[src/rtl/mult_div_unit_pkg.sv]
// Shared CPU defines for the HI/LO multiply-divide unit: operation codes,
// FSM state encoding and divide latency.
package mult_div_unit_pkg;

   typedef enum logic [3:0] {
      MD_NONE  = 4'd0,
      MD_MULT  = 4'd1,
      MD_MULTU = 4'd2,
      MD_DIV   = 4'd3,
      MD_DIVU  = 4'd4,
      MD_MADD  = 4'd5,
      MD_MADDU = 4'd6,
      MD_MSUB  = 4'd7,
      MD_MSUBU = 4'd8
   } md_op_t;

   typedef enum logic [1:0] {
      ST_IDLE = 2'd0,
      ST_MUL  = 2'd1,
      ST_DIV  = 2'd2,
      ST_DONE = 2'd3
   } md_state_t;

   localparam int DIV_CYCLES = 32;

   function automatic logic is_mul_op(input md_op_t op);
      return op inside {MD_MULT, MD_MULTU, MD_MADD, MD_MADDU, MD_MSUB, MD_MSUBU};
   endfunction

   function automatic logic is_div_op(input md_op_t op);
      return op inside {MD_DIV, MD_DIVU};
   endfunction

   function automatic logic is_signed_op(input md_op_t op);
      return op inside {MD_MULT, MD_DIV, MD_MADD, MD_MSUB};
   endfunction

endpackage

[src/rtl/mult_div_unit_div_core.sv]
// Radix-2 restoring divider on unsigned magnitudes, one quotient bit per step.
// Exposes the next-step quotient/remainder so the caller can capture the final step.
module div_core
   import mult_div_unit_pkg::*;
(
   input  logic        clk,
   input  logic        rst,
   input  logic        load,
   input  logic        step,
   input  logic [31:0] dividend,
   input  logic [31:0] divisor,
   output logic [31:0] quo_next,
   output logic [31:0] rem_next,
   output logic        last
);

   logic [31:0] rem_q;
   logic [31:0] quo_q;
   logic [31:0] dvs_q;
   logic [4:0]  cnt_q;
   logic [32:0] shifted;
   logic        fits;

   // The trial subtraction is done in 32 bits: when it succeeds the true
   // difference is below the divisor, so the dropped carry is always zero.
   always_comb begin
      shifted  = {rem_q, quo_q[31]};
      fits     = (shifted >= {1'b0, dvs_q});
      rem_next = fits ? (shifted[31:0] - dvs_q) : shifted[31:0];
      quo_next = {quo_q[30:0], fits};
   end

   assign last = (cnt_q == 5'(DIV_CYCLES - 1));

   // NOTE: sequential state uses non-blocking assignments so every register
   // samples the pre-edge values of the others.
   always_ff @(posedge clk or negedge rst) begin
      if (!rst) begin
         rem_q <= '0;
         quo_q <= '0;
         dvs_q <= '0;
         cnt_q <= '0;
      end else if (load) begin
         rem_q <= '0;
         quo_q <= dividend;
         dvs_q <= divisor;
         cnt_q <= '0;
      end else if (step) begin
         rem_q <= rem_next;
         quo_q <= quo_next;
         cnt_q <= cnt_q + 5'd1;
      end
   end

endmodule

[src/rtl/mult_div_unit.sv]
// HI/LO multiply/divide unit: single-cycle multiply(-accumulate) and a
// 32-step iterative divide, stalling the pipeline until the result is written.
module mult_div_unit
   import mult_div_unit_pkg::*;
(
   input  logic        clk,
   input  logic        rst,
   input  md_op_t      EXE_MDOp,
   input  logic        EXE_MDStart,
   input  logic        EXE_Flush,
   input  logic [31:0] EXE_SrcA,
   input  logic [31:0] EXE_SrcB,
   input  logic [31:0] HI_in,
   input  logic [31:0] LO_in,
   output logic        MULT_DIV_finish,
   output logic [31:0] EXE_MULTDIVtoHI,
   output logic [31:0] EXE_MULTDIVtoLO,
   output logic        MULT_DIV_busy
);

   md_state_t   state_q, state_d;
   md_op_t      op_q;
   logic [31:0] a_q, b_q, hi_q, lo_q;
   logic        q_neg_q, r_neg_q, dvs_zero_q;

   logic        accept, op_signed, div_last;
   logic [31:0] a_mag, b_mag, quo_next, rem_next;
   logic [63:0] a_ext, b_ext, mul_res;
   logic [31:0] div_hi, div_lo;

   assign accept    = (state_q == ST_IDLE) && EXE_MDStart && !EXE_Flush &&
                      (is_mul_op(EXE_MDOp) || is_div_op(EXE_MDOp));
   assign op_signed = is_signed_op(EXE_MDOp);
   assign a_mag     = (op_signed && EXE_SrcA[31]) ? -EXE_SrcA : EXE_SrcA;
   assign b_mag     = (op_signed && EXE_SrcB[31]) ? -EXE_SrcB : EXE_SrcB;

   div_core u_div_core (
      .clk      (clk),
      .rst      (rst),
      .load     (accept && is_div_op(EXE_MDOp)),
      .step     (state_q == ST_DIV),
      .dividend (a_mag),
      .divisor  (b_mag),
      .quo_next (quo_next),
      .rem_next (rem_next),
      .last     (div_last)
   );

   // A 64x64 product truncated to 64 bits is correct for signed and unsigned alike.
   always_comb begin
      a_ext   = is_signed_op(op_q) ? {{32{a_q[31]}}, a_q} : {32'd0, a_q};
      b_ext   = is_signed_op(op_q) ? {{32{b_q[31]}}, b_q} : {32'd0, b_q};
      mul_res = a_ext * b_ext;
      if (op_q inside {MD_MADD, MD_MADDU})
         mul_res = {hi_q, lo_q} + mul_res;
      else if (op_q inside {MD_MSUB, MD_MSUBU})
         mul_res = {hi_q, lo_q} - mul_res;
   end

   always_comb begin
      if (dvs_zero_q) begin
         div_hi = a_q;
         div_lo = 32'hFFFF_FFFF;
      end else begin
         div_hi = r_neg_q ? -rem_next : rem_next;
         div_lo = q_neg_q ? -quo_next : quo_next;
      end
   end

   // NOTE: state_d gets a default before the case so no path leaves it
   // unassigned, which would otherwise infer a latch.
   always_comb begin
      state_d = state_q;
      case (state_q)
         ST_IDLE: if (accept) state_d = is_mul_op(EXE_MDOp) ? ST_MUL : ST_DIV;
         ST_MUL:  state_d = EXE_Flush ? ST_IDLE : ST_DONE;
         ST_DIV:  if (EXE_Flush) state_d = ST_IDLE;
                  else if (div_last) state_d = ST_DONE;
         default: state_d = ST_IDLE;
      endcase
   end

   always_ff @(posedge clk or negedge rst) begin
      if (!rst) begin
         state_q    <= ST_IDLE;
         op_q       <= MD_NONE;
         a_q        <= '0;
         b_q        <= '0;
         hi_q       <= '0;
         lo_q       <= '0;
         q_neg_q    <= 1'b0;
         r_neg_q    <= 1'b0;
         dvs_zero_q <= 1'b0;
      end else begin
         state_q <= state_d;
         if (accept) begin
            op_q       <= EXE_MDOp;
            a_q        <= EXE_SrcA;
            b_q        <= EXE_SrcB;
            hi_q       <= HI_in;
            lo_q       <= LO_in;
            q_neg_q    <= op_signed && (EXE_SrcA[31] ^ EXE_SrcB[31]);
            r_neg_q    <= op_signed && EXE_SrcA[31];
            dvs_zero_q <= (EXE_SrcB == 32'd0);
         end
      end
   end

   // Results are loaded only on entry to DONE and held otherwise.
   always_ff @(posedge clk or negedge rst) begin
      if (!rst) begin
         EXE_MULTDIVtoHI <= '0;
         EXE_MULTDIVtoLO <= '0;
      end else if (state_q == ST_MUL && !EXE_Flush) begin
         EXE_MULTDIVtoHI <= mul_res[63:32];
         EXE_MULTDIVtoLO <= mul_res[31:0];
      end else if (state_q == ST_DIV && div_last && !EXE_Flush) begin
         EXE_MULTDIVtoHI <= div_hi;
         EXE_MULTDIVtoLO <= div_lo;
      end
   end

   assign MULT_DIV_finish = (state_q == ST_DONE);
   assign MULT_DIV_busy   = rst && ((state_q == ST_MUL) || (state_q == ST_DIV) || accept);

endmodule

[config.mk]
export PLATFORM = sky130hd
export DESIGN_NAME = mult_div_unit
export DESIGN_NICKNAME = d
export VERILOG_FILES = /design/src/rtl/mult_div_unit_pkg.sv /design/src/rtl/mult_div_unit_div_core.sv /design/src/rtl/mult_div_unit.sv
export SDC_FILE = /design/constraint.sdc
export NUM_CORES = 2
export LEC_CHECK = 0
export CAP_MARGIN = 40
export CORE_MARGIN = 2
export CORE_UTILIZATION = 50
export DETAILED_ROUTE_END_ITERATION = 6
export PLACE_DENSITY_LB_ADDON = 0.25
export SYNTH_ARGS = -nofsm -noshare
export SYNTH_HDL_FRONTEND = slang
export SYNTH_HIERARCHICAL = 1
export SYNTH_SLANG_ARGS = --single-unit
[constraint.sdc]
create_clock -name clk -period 34.2 [get_ports clk]
set_input_delay 3.42 -clock clk [delete_from_list [all_inputs] [get_ports clk]]
set_output_delay 3.42 -clock clk [all_outputs]
set_load 0.05 [all_outputs]
==> metrics.txt <==
largest family of logic cells by synthesized area=adder cells; Starting Density=50.4%; Total Wirelength=253,000 um; ys async rst share=100%; period utilization=39.0%; CTS Root Cell=clkbuf_16; compound-gate portion of the synthesized area=11.2%; failing checks=DRC; Worst-Margin Slew=0.961 ns; initial antenna violation count=10; Hold Fails Final Rpt=0; CTS tree=yes; vias in the first global route=61,100; ys flop type=dfrtp_1; largest net degree at the start of global routing=101; CP delay by family, top=adder cells; GR Overflow Total=0; Synthesis Warnings=6; Simple-Gate Fraction of Synth Area=13.1%; Yosys top cell by area=fa_1; H-tree depth=2; max-slew violations=0; Overall Global Routing Usage=33.8%; die height=388 um; Crit path top cell by count=fa_1; CTS Sinks=302; # IOs=202; Setup CP Type=flip-flop to flip-flop; final hold slack=0.477 ns; worst hold path class=flip-flop to flip-flop; max layer used=met5; Yosys reg bits=302; Final Skew=0.0587 ns; startpoint types=flip-flop; largest cells by area after synthesis=fa_1 (39%), dfrtp_1 (10%), inv_1 (9.1%); GP Congestion=1.01; Clock Latency Late Sink=0.61 ns; DR vias/cell=5.79; TritonCTS Buffers=38; register area share after synthesis=10.3%; drt pass-1 iters=7; # setup viols final=0; critical path's slowest cell=fa_1; min Tclk post-route=13.33 ns; PortBufs=201; Max FO, Critical Path=26; global-route wire length before repair=384,000 um; Req. time, crit path=34.71 ns; synthesized instance count=8,346; Post-synth EDFFs=0; layout cells sized above 1=4.93%; Detailed Place HPWL=206,000 um; full die area=0.150 mm^2; top-area cell type share of the netlist area=38.8%; Buf/Inv on CP=8; Fmax=75.0 MHz; DRT antenna net count=0; nets=10,300; status=complete, but fails checks; relative slew slack=35.5%; XOR/XNOR Fraction of Synth Area=3.53%; Synth cell types=98; CTS resizes=0; RSZ-0062 raised after global routing=no; Post-route DRC=4; mapped cell area=0.0736 mm^2; area grow syn2layout=6.39%; final core utilization=53.7%; Syn Area/Cell=8.82 um^2; # fillers=13,500; hold_buf cts=0; DRT iter0 DRCs=5,796; adder-cell share of the synthesized area=46.9%; Die X=388 um; via count=58,900; wire per inst=24.9 um; syn_nets=10,400; met3 WL post-DR=25,700 um; Routed met2 length=111,000 um; # rows=140; clock-pin slew on the worst setup and hold paths=0.06 ns; setup_tns=0 ns; Max-Cap Viols=0; clk buf depth=3; CORE AREA=0.146 mm^2; postcts setup bufs=0; CP Capture Type=flip-flop; post-synthesis mux area share=3.13%; Metal-1 WL=108,000 um; CP arrival=13.85 ns; CP max stage delay=0.85 ns
## Yosys cell counts (all sizes together) (35+ instances only)
cell	instances
and2	367
a21o	83
a221oi	35
ha	478
fa	1425
clkbuf	401
o21ai	325
o31ai	60
nand4	41
and3	50
buf	75
mux2	158
nor2	306
o22ai	48
inv	1795
nand3	53
nor3	51
dfrtp	302
nor4	36
xor2	101
mux2i	47
xnor2	196
a31oi	41
nand2	1060
o21bai	52
a21oi	340
## worst paths after layout
check	startpoint	end	slack (ns)	cells after the start
max reg2reg	op_q[0]	EXE_MULTDIVtoHI[31]	20.87	42
min in group asynchronous	rst	lo_q[13]	2.74	1
min reg2reg	EXE_MULTDIVtoLO[27]	EXE_MULTDIVtoLO[27]	0.48	2
min	EXE_MULTDIVtoLO[27]	EXE_MULTDIVtoLO[27]	0.48	2
max	op_q[0]	EXE_MULTDIVtoHI[31]	20.87	42
max in group asynchronous	rst	lo_q[31]	30.06	3
## final cells by class
| class | count | area [um^2] | area share [%] |
|---|---|---|---|
| clock inverters | 20 | 231 | 0.296 |
| multi-input cells | 5771 | 57400 | 73.3 |
| clock buffers | 45 | 1010 | 1.29 |
| inverters | 1797 | 6750 | 8.62 |
| diodes | 2 | 5.00 | 0.00639 |
| repair buffers | 319 | 2950 | 3.76 |
| well taps | 1917 | 2400 | 3.06 |
| flip-flops and latches | 302 | 7560 | 9.65 |
## layer usage
| layer | track usage [%] | vias to the layer above |
|---|---|---|
| li1 | - | 25600 |
| met1 | 48.0 | 30000 |
| met2 | 52.2 | 2868 |
| met3 | 7.18 | 403 |
| met4 | 9.61 | 10 |
| met5 | 0 | - |
## sequential cells by signal, indices dropped and copies added (netlist names), 4 cells and up
name and count:
EXE_MULTDIVtoHI 32, EXE_MULTDIVtoLO 32, a_q 32, b_q 32, hi_q 32, lo_q 32
op_q 4, u_div_core/cnt_q 5, u_div_core/dvs_q 32, u_div_core/quo_q 32, u_div_core/rem_q 32
## logic make-up (layout without fill, tap and decap cells)
family / count (synthesis) / count (layout)
buffers and inverters: 2273 / 2181
AND/OR/NAND/NOR: 2092 / 2092
adder cells (fa/ha/maj): 1904 / 1904
AO/OA/AOI/OAI: 1273 / 1273
flip-flops: 302 / 302
XOR/XNOR: 297 / 297
multiplexers: 205 / 205
other: 0 / 2
## worst min-delay path, delay by kind of cell, from the launching register on
family | cells | cell delay (ns)
AOI/OAI and AO/OA | 1 | 0.06
DFF | 1 | 0.34
and+or+nand+nor | 1 | 0.04
## cells in the final DEF, fill, tap and decap left out, types with 47 or more instances in the layout
| master | netlist | routed |
|---|---|---|
| ha_1 | 478 | 477 |
| and2_1 | 366 | 366 |
| o31ai_1 | 59 | 59 |
| inv_1 | 1793 | 1793 |
| xor2_1 | 101 | 101 |
| buf_4 | 34 | 106 |
| nor3_1 | 50 | 49 |
| nand2_1 | 1058 | 1056 |
| xnor2_1 | 196 | 196 |
| mux2i_1 | 47 | 47 |
| a21oi_1 | 333 | 333 |
| a21o_1 | 83 | 83 |
| fa_1 | 1425 | 1425 |
| o21ai_0 | 305 | 303 |
| nor2_1 | 306 | 304 |
| and3_1 | 49 | 49 |
| clkdlybuf4s50_1 | 0 | 200 |
| dfrtp_1 | 302 | 301 |
| o21bai_1 | 52 | 51 |
| o22ai_1 | 48 | 48 |
| mux2_2 | 143 | 143 |
| nand3_1 | 51 | 51 |
## stage by stage
stage	std cells	instance area, um^2	worst slack [ns]
final	10200	78300	20.87
after global routing	10200	78300	20.07
after CTS	10200	78300	20.84
after detailed placement	10100	77000	20.83
after global placement	10100	76900	21.02
after floorplan	8346	73600	22.73
Power is left out: the tool's default activity adds up to more than one toggle a clock period on the data nets, which glitch-free logic cannot reach.
